[src/rtl/comparator_sort_controller.sv]
// Load-then-sort controller: bubble-sorts up to DEPTH unsigned words in place using one
// shared magnitude comparator, then exposes the ascending result through a read port.
module comparator_sort_controller #(
  parameter int unsigned WIDTH = 4,
  parameter int unsigned DEPTH = 4
) (
  input  logic                     clk_i,
  input  logic                     reset_i,
  input  logic                     load_valid_i,
  input  logic [WIDTH-1:0]         load_data_i,
  output logic                     load_ready_o,
  input  logic                     start_i,
  input  logic                     clear_i,
  output logic                     busy_o,
  output logic                     done_o,
  input  logic [$clog2(DEPTH)-1:0] rd_addr_i,
  output logic [WIDTH-1:0]         rd_data_o,
  output logic [7:0]               swap_count_o
);

  localparam int unsigned AW = $clog2(DEPTH);
  localparam int unsigned CW = $clog2(DEPTH + 1);
  localparam logic [CW-1:0] DepthC = CW'(DEPTH);

  typedef enum logic [2:0] {
    StIdle,
    StCompare,
    StSwap,
    StPassEnd,
    StDone
  } state_e;

  state_e           state_q;
  logic [WIDTH-1:0] mem_q [DEPTH];
  logic [CW-1:0]    count_q;
  logic [CW-1:0]    n_q;
  logic [AW-1:0]    idx_q;
  logic             swapped_q;
  logic [7:0]       swap_count_q;
  logic             busy_q;
  logic             done_q;

  logic [AW-1:0]    idx_nx;
  logic [WIDTH-1:0] op_a;
  logic [WIDTH-1:0] op_b;
  logic             a_gt_b;
  logic             last_pair;
  logic             can_load;

  // Shared comparator: always looks at the current adjacent pair.
  always_comb begin
    idx_nx    = idx_q + AW'(1);
    op_a      = mem_q[idx_q];
    op_b      = mem_q[idx_nx];
    a_gt_b    = op_a > op_b;
    last_pair = (CW'(idx_q) == (n_q - CW'(2)));
    can_load  = (state_q == StIdle) && (count_q < DepthC);
  end

  // start wins over a same-cycle load, so ready drops while start is high.
  assign load_ready_o = can_load && !start_i;
  assign busy_o       = busy_q;
  assign done_o       = done_q;
  assign swap_count_o = swap_count_q;
  assign rd_data_o    = (32'(rd_addr_i) < DEPTH) ? mem_q[rd_addr_i] : '0;

  always_ff @(posedge clk_i or posedge reset_i) begin
    if (reset_i) begin
      state_q      <= StIdle;
      count_q      <= '0;
      n_q          <= '0;
      idx_q        <= '0;
      swapped_q    <= 1'b0;
      swap_count_q <= '0;
      busy_q       <= 1'b0;
      done_q       <= 1'b0;
      for (int i = 0; i < int'(DEPTH); i++) begin
        mem_q[i] <= '0;
      end
    end else begin
      unique case (state_q)
        StIdle: begin
          if (start_i) begin
            idx_q        <= '0;
            swapped_q    <= 1'b0;
            swap_count_q <= '0;
            if (count_q < CW'(2)) begin
              state_q <= StDone;
              done_q  <= 1'b1;
            end else begin
              n_q     <= count_q;
              state_q <= StCompare;
              busy_q  <= 1'b1;
            end
          end else if (load_valid_i && can_load) begin
            mem_q[count_q[AW-1:0]] <= load_data_i;
            count_q                <= count_q + CW'(1);
          end
        end

        StCompare: begin
          if (a_gt_b) begin
            state_q <= StSwap;
          end else if (last_pair) begin
            state_q <= StPassEnd;
          end else begin
            idx_q <= idx_nx;
          end
        end

        StSwap: begin
          mem_q[idx_q]  <= op_b;
          mem_q[idx_nx] <= op_a;
          swapped_q     <= 1'b1;
          swap_count_q  <= swap_count_q + 8'd1;
          if (last_pair) begin
            state_q <= StPassEnd;
          end else begin
            idx_q   <= idx_nx;
            state_q <= StCompare;
          end
        end

        StPassEnd: begin
          if (swapped_q) begin
            idx_q     <= '0;
            swapped_q <= 1'b0;
            state_q   <= StCompare;
          end else begin
            state_q <= StDone;
            busy_q  <= 1'b0;
            done_q  <= 1'b1;
          end
        end

        StDone: begin
          if (clear_i) begin
            count_q <= '0;
            done_q  <= 1'b0;
            state_q <= StIdle;
          end
        end

        default: begin
          state_q <= StIdle;
          busy_q  <= 1'b0;
          done_q  <= 1'b0;
        end
      endcase
    end
  end

endmodule
[config.mk]
export PLATFORM = sky130hd
export DESIGN_NAME = comparator_sort_controller
export DESIGN_NICKNAME = d
export VERILOG_FILES = /design/src/rtl/comparator_sort_controller.sv
export SDC_FILE = /design/constraint.sdc
export NUM_CORES = 1
export LEC_CHECK = 0
export CAP_MARGIN = 0
export CORE_ASPECT_RATIO = 1.1
export CORE_MARGIN = 1.5
export CORE_UTILIZATION = 28
export DETAILED_ROUTE_END_ITERATION = 8
export GPL_ROUTABILITY_DRIVEN = 0
export PLACE_DENSITY = 0.46
export SYNTH_ARGS = -nofsm -noshare
export SYNTH_HDL_FRONTEND = slang
export SYNTH_SLANG_ARGS = --single-unit
[constraint.sdc]
create_clock -name clk_i -period 3.3 [get_ports clk_i]
set_clock_uncertainty 0.1 [all_clocks]
set_input_delay 0.33 -clock clk_i [delete_from_list [all_inputs] [get_ports clk_i]]
set_output_delay 0.33 -clock clk_i [all_outputs]
set_load 0.03 [all_outputs]
### Word level (Yosys, flattened, before mapping)

Index checks and enable logic that the tools add are counted.

| word-level totals | value |
|---|---|
| register bits | 38 |
| bits of input ports | 11 |
| output and inout port bits | 15 |
| logic and storage cells | 121 |

| cells by class | value |
|---|---|
| add/subtract/negate cells | 4 |
| $lt $le $gt $ge | 10 |
| eq/ne operators | 15 |
| muxes and demuxes | 50 |
| bitwise operators | 7 |
| reductions and logical operators | 23 |

Operators by type and width:

| cell | count |
|---|---|
| 16-bit bitwise mux | 3 |
| 4-bit 2-to-1 mux | 9 |
| 16-bit 2-to-1 mux | 2 |
| 16-bit case mux with 2 select lines | 1 |
| 4-bit binary-select mux with 2-bit select | 3 |
| 4-bit demux with 2-bit select | 3 |
| 3-bit 2-to-1 mux | 8 |
| 8-bit case mux with 2 select lines | 1 |
| 3-bit case mux with 5 select lines | 1 |
| 2-bit != test, second input constant | 7 |
| 3-bit greater-or-equal comparator, second input constant | 4 |
| 2-bit NOT with 3-bit output | 4 |
| 4-bit AND reduction | 3 |
| 2-bit 2-to-1 mux | 5 |
| 3-bit by 1-bit < comparator with 1-bit output, second input constant | 3 |
| 3-bit AND reduction | 3 |
| 8-bit by 1-bit adder with 8-bit output, second input constant | 1 |
| 1-bit 2-to-1 mux | 8 |
| 8-bit 2-to-1 mux | 1 |
| 2-bit case mux with 4 select lines | 1 |
| 3-bit by 2-bit equality test with 1-bit output, second input constant | 2 |
| 1-bit logical AND | 6 |
| 1-bit case mux with 3 select lines | 2 |
| 3-bit case mux with 2 select lines | 1 |
| 22 further kinds | 27 |

### Depth between registers and ports, before layout

| depth | value |
|---|---|
| depth after elaboration | 9 |
| mapped depth | 11 |
| mapped depth without buffers | 10 |

### Least setup slack after synthesis

No wires, ideal clock.

| path | value |
|---|---|
| path kind | reg2reg |
| start point | register idx_q[0] |
| end point | register idx_q[0] |
| library setup time | 0.125 ns |
| data arrival time | 2.789 ns |
| required time | 3.075 ns |
| path slack | 0.286 ns |
| stages on the path, launching flop included | 10 |
| buffers on the path | 1 |
| clock period less this slack | 3.014 ns |
| cell sequence | dfrtp_1 > buf_6 > inv_1 > ha_1 > mux4_1 > ha_1 > nand4_1 > a21boi_0 > a311o_1 > mux2_4 |

| on the way | value |
|---|---|
| cells in the longest elaborated chain, start to end | 8 |
| elaborated cells on any way between the ends | 16 |
| classes of those cells | add/sub: 1; order compare: 1; eq/ne: 2; mux: 9; bitwise: 2; reduce/logical: 1 |

Ends and longest elaborated chain:

| element | RTL line | source |
|---|---|---|
| start: declaration | 37 | `logic [AW-1:0] idx_q;` |
| start signal: assignment | 107 | `idx_q <= idx_nx;` |
| start signal: assignment | 119 | `idx_q <= idx_nx;` |
| 2-bit by 1-bit adder with 2-bit output | 52 | `idx_nx = idx_q + AW'(1);` |
| 2-bit NOT with 3-bit output (not written as such) | 54 | `op_b = mem_q[idx_nx];` |
| 4-bit binary-select mux with 2-bit select | 54 |  |
| 4-bit 2-to-1 mux (not written as such) (2 in series) | 54 |  |
| 4-bit > comparator | 55 | `a_gt_b = op_a > op_b;` |
| 2-bit != test (no source line) | n/a |  |
| 4-bit AND reduction (no source line) | n/a |  |

Parallel ways exist; a longest one is shown, timed or not. The select of a mux whose other input is x is not followed.
A chain may end at the register's enable or synchronous reset.

### Final worst setup path

Same ends and word-level chain as after synthesis.

==> impl_metrics.tcl <==
set metrics [dict create \
    status "finished, final reports clean" \
    clk_pin_slew_ps 80 \
    syn2layout_area_growth_pct 17.3 \
    ant_nets 0 \
    root_buffer "clkbuf_8" \
    powerDensity_nw_per_um2 772 \
    io-pin-count 26 \
    setup_viol 0 \
    grtUsageTotal_pct 15.2 \
    die_h_um 107 \
    die_area_um2 10400 \
    drtIter0Drc 89 \
    dieWidth_um 97.4 \
    viasPerCell 5.51 \
    netlist_instances 263 \
    gr-total-overflow 0 \
    p_leak_nw 1.28 \
    multiInputGateArea_um2 1670 \
    synth-main-ff-cell "dfrtp_1" \
    synth.avg_cell_area_um2 10.4 \
    insertedDiodeCount 0 \
    ys_ff_latch 38 \
    io_buffer_count 25 \
    clk_latency_ps 290 \
    crit_slowest_cell "ha_1" \
    yosysWarnings 0 \
    antenna_found_initial 0 \
    rsz0062_at_grt "no" \
    worstMarginPinSlew_ps 858 \
    start_util_pct 29.1 \
    fmax_mhz 329 \
    critical_path_class "reg -> reg" \
    drt-total-wl_um 7540 \
    rows 37 \
    hold_viol_final 0 \
    slowest_delay_ps 420 \
    synth.most_common_cell "dfrtp_1" \
    synth-async-reset-ratio_pct 100 \
    fin_crit_ps 3040 \
    nets 315 \
    synth_area_um2 2750 \
    cts.repair.resized 0 \
    grt_max_degree 39 \
    cts_made_buffers 5 \
    post_cts_buffers 0 \
    synth_edf_count 0 \
    cp_max_fo 5 \
    cp.arrival_ps 3120 \
    cts.path.max_buffers 2 \
    ys_seq_area_share_pct 34.6 \
    max_slew_margin_pct 42.8 \
    drt_pass1_iterations 4 \
    synth_top_area_share_pct 34.6 \
    drc 0 \
    synth_commonest_cells "dfrtp_1, o21ai_0, nand3_1" \
    fin_crit_sh_pct 92.1 \
    critPathLaunchType "register" \
    min_path_type "in -> async" \
    end_kind "register" \
    seq_area_um2 951 \
    fillers 1005 \
    vias 2252 \
    grt_pass1_wl_um 12500 \
    hpwl_um 5340 \
    ir_worst_vdd_mv 0.260 \
    synth_top_area_cell "dfrtp_1" \
    cts.sinks 38 \
    detail_route.wl_per_cell_um 18.4 \
    slew_viol_final 0 \
    drv_cap 0 \
    synth.area.top_cells "dfrtp_1, mux4_2, mux2_4" \
    syn_nets 287 \
    fin_util_pct 34.1 \
    cp_cell_sequence "inv_1 > ha_1 > mux4_2 > inv_1 > ha_1 > nor2b_1 > o31ai_1 > a21boi_0 > a311o_1 > mux2_4" \
    grt_pass1_vias 2257 \
    synth.distinct_cells 46 \
    layout-drive-gt1-share_pct 18.8 \
    required_ps 3380 \
    core_um2 9440 \
    cts_tree "yes" \
    htreeDepth 2 \
    holdBufCountCts 0 \
    tns_ps 0 \
]
==> metrics by stage <==
step / power [W] / hold WS, ps / instances / instance area, µm² / worst slack, ps
5_1_grt: 0.00268 / 423 / 409 / 3220 / 90.5
3_3_place_gp: 0.00207 / 383 / 401 / 3110 / 388
4_1_cts: 0.00250 / 368 / 409 / 3220 / 296
3_5_place_dp: 0.00208 / 389 / 401 / 3110 / 296
6_report: 0.00249 / 347 / 409 / 3220 / 260
2_1_floorplan: 0.00170 / 334 / 263 / 2750 / 286
==> worst max-delay path: cells and delay by family (launching register included) <==
kind | cells | cell delay [ps]
compound gates | 3 | 870
simple gates | 1 | 140
fa+ha+maj | 2 | 660
flops | 1 | 350
buf+inv | 2 | 140
mux | 2 | 660
==> report_power, final <==
part           total, W  switching [W]  internal [W]
Combinational   0.00130       0.000695      0.000601
Sequential     0.000783       0.000173      0.000610
Clock          0.000406       0.000183      0.000223
Total           0.00249        0.00105       0.00143
==> sequential cells by signal (all words and copies together) (netlist names) <==
signal	cells
n_q	3
idx_q	2
mem_q	16
swap_count_o	8
done_o	1
busy_o	1
state_q	3
swapped_q	1
count_q	3
==> area by class of cell <==
type,instances,area share [%]
Multi-Input combinational cell,201,51.7
Sequential cell,38,29.5
Timing Repair Buffer,31,9.17
Tap cell,117,4.55
Clock buffer,5,2.14
Inverter,14,1.63
Clock inverter,3,1.24
==> layout by cell type (no fill, tap or decap), types with 3 or more instances in the layout <==
cell type,instances
nor3_2,4
clkbuf_8,5
clkdlybuf4s50_1,25
a31oi_1,3
nor2b_1,8
mux2_2,7
nand2_1,14
ha_1,13
nor2_1,14
mux2_4,11
inv_1,14
o21ai_1,5
a21oi_1,5
buf_4,6
mux4_2,10
a22oi_1,17
dfrtp_1,38
nand3_1,24
nor3_4,5
o21ai_0,26
==> kinds of logic after synthesis <==
family                     Yosys count  synth area share, %
muxes                               30                 19.0
and+or+nand+nor                     82                 18.0
buffers and inverters               24                 4.65
xor gates and xnor gates             1                0.319
adders and majority gates           13                 5.93
DFF                                 38                 34.6
AOI/OAI and AO/OA                   75                 17.5
==> final timing paths <==
kind | from | endpoint | slack, ps | depth (start not counted)
max reg2reg | idx_q[0]$_DFFE_PP0P_ | idx_q[0]$_DFFE_PP0P_ | 260 | 10
max | idx_q[0]$_DFFE_PP0P_ | idx_q[0]$_DFFE_PP0P_ | 260 | 10
min | reset_i | mem_q[9]$_DFFE_PP0P_ | 350 | 3
max in group asynchronous | reset_i | mem_q[3]$_DFFE_PP0P_ | 2390 | 3
min reg2reg | swap_count_o[7]$_DFFE_PP0P_ | swap_count_o[7]$_DFFE_PP0P_ | 400 | 1
min in group clk_i | swap_count_o[7]$_DFFE_PP0P_ | swap_count_o[7]$_DFFE_PP0P_ | 400 | 1
==> per-layer routing <==
| metal | vias to the layer above | global-route usage, % | wire length (µm) |
|---|---|---|---|
| met5 | - | 0 | 0 |
| met4 | 0 | 3.67 | 57 |
| met3 | 6 | 3.26 | 298 |
| met2 | 56 | 24.4 | 3620 |
| met1 | 1131 | 21.0 | 3570 |
| li1 | 1059 | - | - |
Power figures use the tool's default switching activity.
